`src/rtl/divmult_ctrl.sv`:
```
// Sequencer for the DIVMULT unit and the HI/LO register pair.
// Optional zero-operand early-out: define DIVMULT_FASTZERO_EN.
module divmult_ctrl #(
  parameter int unsigned MULT_CYCLES = 32,
  parameter int unsigned DIV_CYCLES  = 32
) (
  input  logic        clk,
  input  logic        reset,
  input  logic        op_valid,
  input  logic        op_div,
  input  logic [31:0] a_in,
  input  logic [31:0] b_in,
  output logic        op_ready,
  output logic [31:0] dm_a,
  output logic [31:0] dm_b,
  output logic        dm_mdcontrol,
  output logic        dm_start,
  input  logic        dm_div0,
  output logic        hilo_load,
  output logic        hilo_zero,
  input  logic        rd_hilo,
  output logic        stall,
  output logic        done,
  output logic        div0_exc
);

  localparam logic [5:0] MULT_N = 6'(MULT_CYCLES);
  localparam logic [5:0] DIV_N  = 6'(DIV_CYCLES);

  typedef enum logic [2:0] {
    S_IDLE,
    S_ISSUE,
    S_WAIT,
    S_WRITE,
    S_EXC
  } state_t;

  state_t      state_q, state_d;
  logic [31:0] a_q, a_d;
  logic [31:0] b_q, b_d;
  logic        mdc_q, mdc_d;
  logic [5:0]  cnt_q, cnt_d;
  logic        zero_q, zero_d;
  logic        fast_zero;

`ifdef DIVMULT_FASTZERO_EN
  assign fast_zero = mdc_q ? ((a_q == '0) && (b_q != '0))
                           : ((a_q == '0) || (b_q == '0));
`else
  assign fast_zero = 1'b0;
`endif

  always_ff @(posedge clk) begin
    if (!reset) begin
      state_q <= S_IDLE;
      a_q     <= '0;
      b_q     <= '0;
      mdc_q   <= 1'b0;
      cnt_q   <= '0;
      zero_q  <= 1'b0;
    end else begin
      state_q <= state_d;
      a_q     <= a_d;
      b_q     <= b_d;
      mdc_q   <= mdc_d;
      cnt_q   <= cnt_d;
      zero_q  <= zero_d;
    end
  end

  always_comb begin
    state_d   = state_q;
    a_d       = a_q;
    b_d       = b_q;
    mdc_d     = mdc_q;
    cnt_d     = cnt_q;
    zero_d    = zero_q;
    dm_start  = 1'b0;
    hilo_load = 1'b0;
    hilo_zero = 1'b0;
    done      = 1'b0;
    div0_exc  = 1'b0;
    unique case (state_q)
      S_IDLE: begin
        if (op_valid) begin
          a_d     = a_in;
          b_d     = b_in;
          mdc_d   = op_div;
          zero_d  = 1'b0;
          state_d = S_ISSUE;
        end
      end
      S_ISSUE: begin
        if (mdc_q && (b_q == '0)) begin
          state_d = S_EXC;
        end else if (fast_zero) begin
          zero_d  = 1'b1;
          state_d = S_WRITE;
        end else begin
          dm_start = 1'b1;
          cnt_d    = mdc_q ? DIV_N : MULT_N;
          state_d  = S_WAIT;
        end
      end
      S_WAIT: begin
        cnt_d = cnt_q - 6'd1;
        if (dm_div0) begin
          state_d = S_EXC;
        end else if (cnt_q == 6'd1) begin
          state_d = S_WRITE;
        end
      end
      S_WRITE: begin
        hilo_load = 1'b1;
        hilo_zero = zero_q;
        done      = 1'b1;
        state_d   = S_IDLE;
      end
      S_EXC: begin
        div0_exc = 1'b1;
        done     = 1'b1;
        state_d  = S_IDLE;
      end
      default: state_d = S_IDLE;
    endcase
    // A cycle with reset low must not commit HI/LO or signal completion.
    if (!reset) begin
      dm_start  = 1'b0;
      hilo_load = 1'b0;
      hilo_zero = 1'b0;
      done      = 1'b0;
      div0_exc  = 1'b0;
    end
  end

  assign op_ready     = (state_q == S_IDLE);
  assign stall        = (state_q != S_IDLE) && (op_valid || rd_hilo);
  assign dm_a         = a_q;
  assign dm_b         = b_q;
  assign dm_mdcontrol = mdc_q;

endmodule

```
`config.mk`:
```
export PLATFORM = sky130hd
export DESIGN_NAME = divmult_ctrl
export DESIGN_NICKNAME = d
export VERILOG_FILES = /design/src/rtl/divmult_ctrl.sv
export SDC_FILE = /design/constraint.sdc
export NUM_CORES = 1
export LEC_CHECK = 0
export BUFFER_PORTS_ARGS = -buffer_cell sky130_fd_sc_hd__buf_4
export CORE_MARGIN = 3
export CORE_UTILIZATION = 38
export DETAILED_ROUTE_END_ITERATION = 6
export GPL_ROUTABILITY_DRIVEN = 0
export HOLD_SLACK_MARGIN = 0.06
export PLACE_DENSITY = 0.68
export SLEW_MARGIN = 5
export SYNTH_ARGS = -nofsm -noshare
export SYNTH_HDL_FRONTEND = slang
export SYNTH_SLANG_ARGS = --single-unit
```
`constraint.sdc`:
```
create_clock -name clk -period 3.9 [get_ports clk]
set_clock_uncertainty 0.2 [all_clocks]
set_input_delay 0.78 -clock clk [delete_from_list [all_inputs] [get_ports clk]]
set_output_delay 0.78 -clock clk [all_outputs]
set_load 0.05 [all_outputs]
```
* Word-level counts from Yosys, hierarchy flattened
Cells that the tools add are included.
** Cells by class
- Reduce and logical (&&, ||, !) cells :: 11
- Divide/modulo/power cells :: 0
- Shifts and indexed selects :: 0
- $mul :: 0
- Bitwise operators :: 0
- Magnitude comparators :: 0
- Add/sub/neg operators :: 1
- Equality and inequality tests :: 8
- Mux-type cells :: 16
** Operator list (number)
- 32-bit zero test :: 1
- 3-bit two-way mux :: 4
- 6-bit case mux with 2 select lines :: 1
- 1-bit two-way mux :: 9
- 3-bit case mux with 3 select lines :: 1
- 3-bit by 2-bit equality test with 1-bit output (second input constant) :: 2
- 6-bit by 1-bit equality test with 1-bit output (second input constant) :: 1
- 6-bit two-way mux :: 1
- 2-bit AND reduction :: 3
- 6-bit by 1-bit subtractor with 6-bit output (second input constant) :: 1
- 2-bit != test (second input constant) :: 2
- 3-bit by 1-bit equality test with 1-bit output (second input constant) :: 1
- 3-bit equality test (second input constant) :: 1
- 3-bit zero test :: 1
- 3-bit != test (second input constant) :: 1
- 3-bit nonzero test :: 1
- 1-bit logical AND :: 2
- 2-bit nonzero test :: 1
- 2-bit OR reduction :: 1
- 1-bit logical OR :: 1
** Word-level totals
- Bits of input ports :: 70
- Register bits after elaboration :: 74
- Memory bits (writable) :: 0
- Memories :: 0
- Word-level logic and storage cells :: 41
- Bits in latches :: 0
- Bits in read-only memories :: 0

* Longest topological paths before layout
- Word-level depth :: 5
- Depth in mapped cells :: 6
- Mapped depth without buffers :: 5

* Worst setup path after synthesis
OpenSTA, ideal clock, no wires.
- Path kind :: input-to-output
- Start :: in reset
- End :: out done
- Stages on the path :: 4
- Setup slack :: 443 ps
- Buffers on the path :: 1
- Arrival :: 2477 ps
- Cells stage by stage :: buf_6 -> nand2_1 -> nor3_1 -> or2_2
** Between the ends
- Cells in the longest elaborated chain, start to end :: 1
** RTL lines
- start: declaration :: line 8 : input logic reset,
- 1-bit two-way mux :: line 127 : if (!reset) begin
- end: declaration :: line 23 : output logic done,
No other way between the ends.

* Worst setup path after layout
- Start :: reg b_q[5] (netlist: dm_b[5])
- End :: out dm_start
** Between the ends
- Cells in the longest elaborated chain, start to end :: 5
** RTL lines
- start: declaration :: line 40 : logic [31:0] b_q, b_d;
- start signal: assignment :: line 57 : b_q <= '0;
- start signal: assignment :: line 64 : b_q <= b_d;
- 32-bit zero test :: line 94 : if (mdc_q && (b_q == '0)) begin
- 1-bit logical AND :: line 94
- 1-bit two-way mux :: line 94
- 1-bit two-way mux :: line 83 : unique case (state_q)
- 1-bit two-way mux :: line 127
- end: declaration :: line 17 : output logic dm_start,
No other way between the ends.

==> flow_summary_export.csv <==
group,metric,value,unit
global_route,grt.total_usage,0.192,
detailed_routing,route.final.wire_length,8650,um
clock_tree,cts_sinks,74,
critical_path,worstSetupStartpointType,"flip-flop",
run,drv_cap,0,
clock_tree,root_buffer,"clkbuf_8",
detailed_routing,viasPerCell,4.86,
clock_tree,cts.clk_slew.worst_paths,0.08,ns
die,core,7410,um^2
critical_path,cp-end-kind,"primary output",
placement,portBuffers,140,
outcome,outcome,"finished, final reports clean",
final_layout,final_common_cell,"buf_4",
critical_path,path_cells,"or4_1, or3_4, o31ai_4, nor2_1, buf_4",
final_layout,finish.instance_area,4250,um^2
timing,setup_viol,0,
yosys,synth_simple_gate_area_frac,0.272,
final_layout,final_cell_mix,"144 x buf_4, 135 x nand2_1, 74 x dfxtp_1",
detailed_routing,drt-initial-drc-count,98,
power_and_ir_drop,peakVddDrop,0.214,mV
final_layout,fin_nets,581,
final_layout,drive_gt1_frac,0.335,
critical_path,critPathArrivalTime,2.23,ns
detailed_routing,route.detailed.drc,0,
critical_path,crit_fanout,6,
yosys,ys_ff_latch,74,
min_path,hp-start,"dm_a[2]",
yosys,synth_mux_area_frac,0.00336,
yosys,synth_compound_area_frac,0.165,
placement,placed_cells,597,
die,start_util,0.402,
power_and_ir_drop,p_sw_frac,0.338,
yosys,netlist_area,2980,um^2
timing,fin_crit_sh,0.822,
global_route,grt_pass1_vias,2872,
yosys,synth_top_family_by_area,"simple AND/OR/NAND/NOR gates",
power_and_ir_drop,pwr-share-comb,0.254,
clock_tree,post_cts_buffers,0,
yosys,yosys-top-cells-area,"dfxtp_1 50%, nand2_1 17%, a21oi_1 11%, clkbuf_1 2.0%, nor4_1 1.5%",
final_layout,layout.cells.non_filler,613,
power_and_ir_drop,clkPwrFrac,0.308,
timing,slew_headroom,0.498,
power_and_ir_drop,internal_power,1270,uW
power_and_ir_drop,power_leakage,0.00189,uW
die,die_h,94.5,um
min_path,hp-class,"flip-flop to flip-flop",
critical_path,slowest_stage,"or4_1",
timing,rsz0062_at_grt,"false",
timing,hold_slack,0.256,ns
timing,max_clock_freq,312,MHz
timing,finalCriticalPeriod,3.21,ns
placement,placed_area,4060,um^2
power_and_ir_drop,p_seq_frac,0.439,
timing,max_slew.worst_pin.slew,0.753,ns
yosys,ys_async_sr_fraction,0,
detailed_routing,wl_per_cell,14.1,um
yosys,ys_seq_area_frac,0.498,
yosys,syn_inst,380,
clock_tree,cts-resized-gates,0,
clock_tree,cts_tree,"yes",
timing,hold_viol,0,
final_layout,final_util,0.574,
timing,setup_tns,0,ns
power_and_ir_drop,power_density,453,nW/um^2
clock_tree,htreeDepth,3,
die,core.rowCount,31,
global_route,grt_pass1_wl,13600,um
critical_path,critPathMaxStageDelay,0.55,ns
yosys,synth_cell_types,44,
yosys,synthFlopType,"dfxtp_1",
detailed_routing,postRouteAntennaNets,0,
critical_path,rrSetupSlack,1.57,ns
global_route,overflow,0,
critical_path,crit_type,"flip-flop to primary output",
die,dieArea,8930,um^2
final_layout,area_growth,42.9,%
power_and_ir_drop,power_switching,650,uW
critical_path,required,2.92,ns
yosys,synth_top_area_cell,"dfxtp_1",
global_route,antenna_found_initial,0,
final_layout,diodes,0,
yosys,synth_area_per_cell,7.83,um^2
critical_path,timing.rr.start,"state_q[0]",
yosys,synth_top_area_frac,0.498,
detailed_routing,vias,2982,
placement,post-dp-hpwl,6140,um
detailed_routing,first_pass_iters,4,
global_route,grt_max_degree,70,
clock_tree,insertion_delay,0.34,ns
clock_tree,cts_buffer_depth,2,
yosys,synthAdderAreaFrac,0.00841,
yosys,syn-num-nets,452,
die,dieWidth,94.5,um
die,pin_count,142,
yosys,ys_warn_count,0,
critical_path,crit_start,"dm_b[5]",
yosys,synth-edff-count,0,
clock_tree,ctsHoldBuffers,0,
timing,drv_slew,0,
clock_tree,numCtsBuffers,9,
yosys,synth_xor_area_frac,0.00294,
## registers in the layout, indices dropped and copies added (netlist names)
signal	flops
cnt_q	6
dm_a	32
dm_b	32
dm_mdcontrol	1
state_q	3
## worst paths after layout
check        endpoint  depth (start not counted)
max          dm_start                          5
min           dm_a[2]                          2
max reg2reg  dm_b[29]                          5
min reg2reg   dm_a[2]                          2
## layer usage
metal | up-vias | share of wire | track usage
met5 | - | 0 | 0
met4 | 0 | 0.022 | 0.0901
met3 | 14 | 0.072 | 0.0486
met2 | 103 | 0.48 | 0.319
met1 | 1344 | 0.42 | 0.232
li1 | 1521 | - | -
## power by group through the flow
stage / clock, uW / combinational (uW) / sequential, uW
detailed placement: 0 / 491 / 861
CTS: 613 / 492 / 844
floorplan: 0 / 172 / 1010
finish: 592 / 488 / 844
global placement: 0 / 488 / 858
global route: 640 / 525 / 851
## through the flow
stage                     total power (uW)  worst slack (ns)
after global routing                  2020             0.582
after floorplan                       1180             0.443
after detailed placement              1350              1.05
final                                 1920             0.693
after global placement                1350              1.08
after CTS                             1950             0.648
## layout make-up
| class | count | area, um^2 |
|---|---|---|
| clock buffer | 10 | 128 |
| clock inverter | 6 | 66.3 |
| fill | 692 | 3160 |
| inverter | 5 | 18.8 |
| multi-input combinational | 275 | 1350 |
| sequential | 74 | 1480 |
| tap | 99 | 124 |
| timing repair buffer | 144 | 1080 |
## synth_stat cells (2+ instances only)
master / n
buf_2: 6
o21ai_0: 3
nand3_1: 2
nor4_1: 7
nand2_1: 136
nand2b_1: 3
nor2_1: 10
a32o_1: 2
nand4_1: 3
clkbuf_1: 16
o31ai_1: 2
a31oi_1: 5
ha_1: 2
or2b_2: 3
nor3_1: 4
dfxtp_1: 74
inv_1: 4
a21oi_1: 67
o211a_1: 2
and3_1: 2
and2_1: 4
## cell families (layout without fill, tap and decap cells)
kind of cell	after synthesis	count (layout)
multiplexers	1	1
adder cells (fa/ha/maj)	2	2
buffers and inverters	31	165
AND/OR/NAND/NOR	184	184
other	1	1
XOR/XNOR	1	1
AO/OA/AOI/OAI	86	86
flip-flops	74	74
## critical path, delay by kind of cell, from the launching register on
| kind | cells | cell delay (ns) |
|---|---|---|
| simple gates | 3 | 1.03 |
| flops | 1 | 0.33 |
| compound gates | 1 | 0.33 |
| buf+inv | 1 | 0.20 |
No activity file was read; power rests on OpenSTA's default activity.
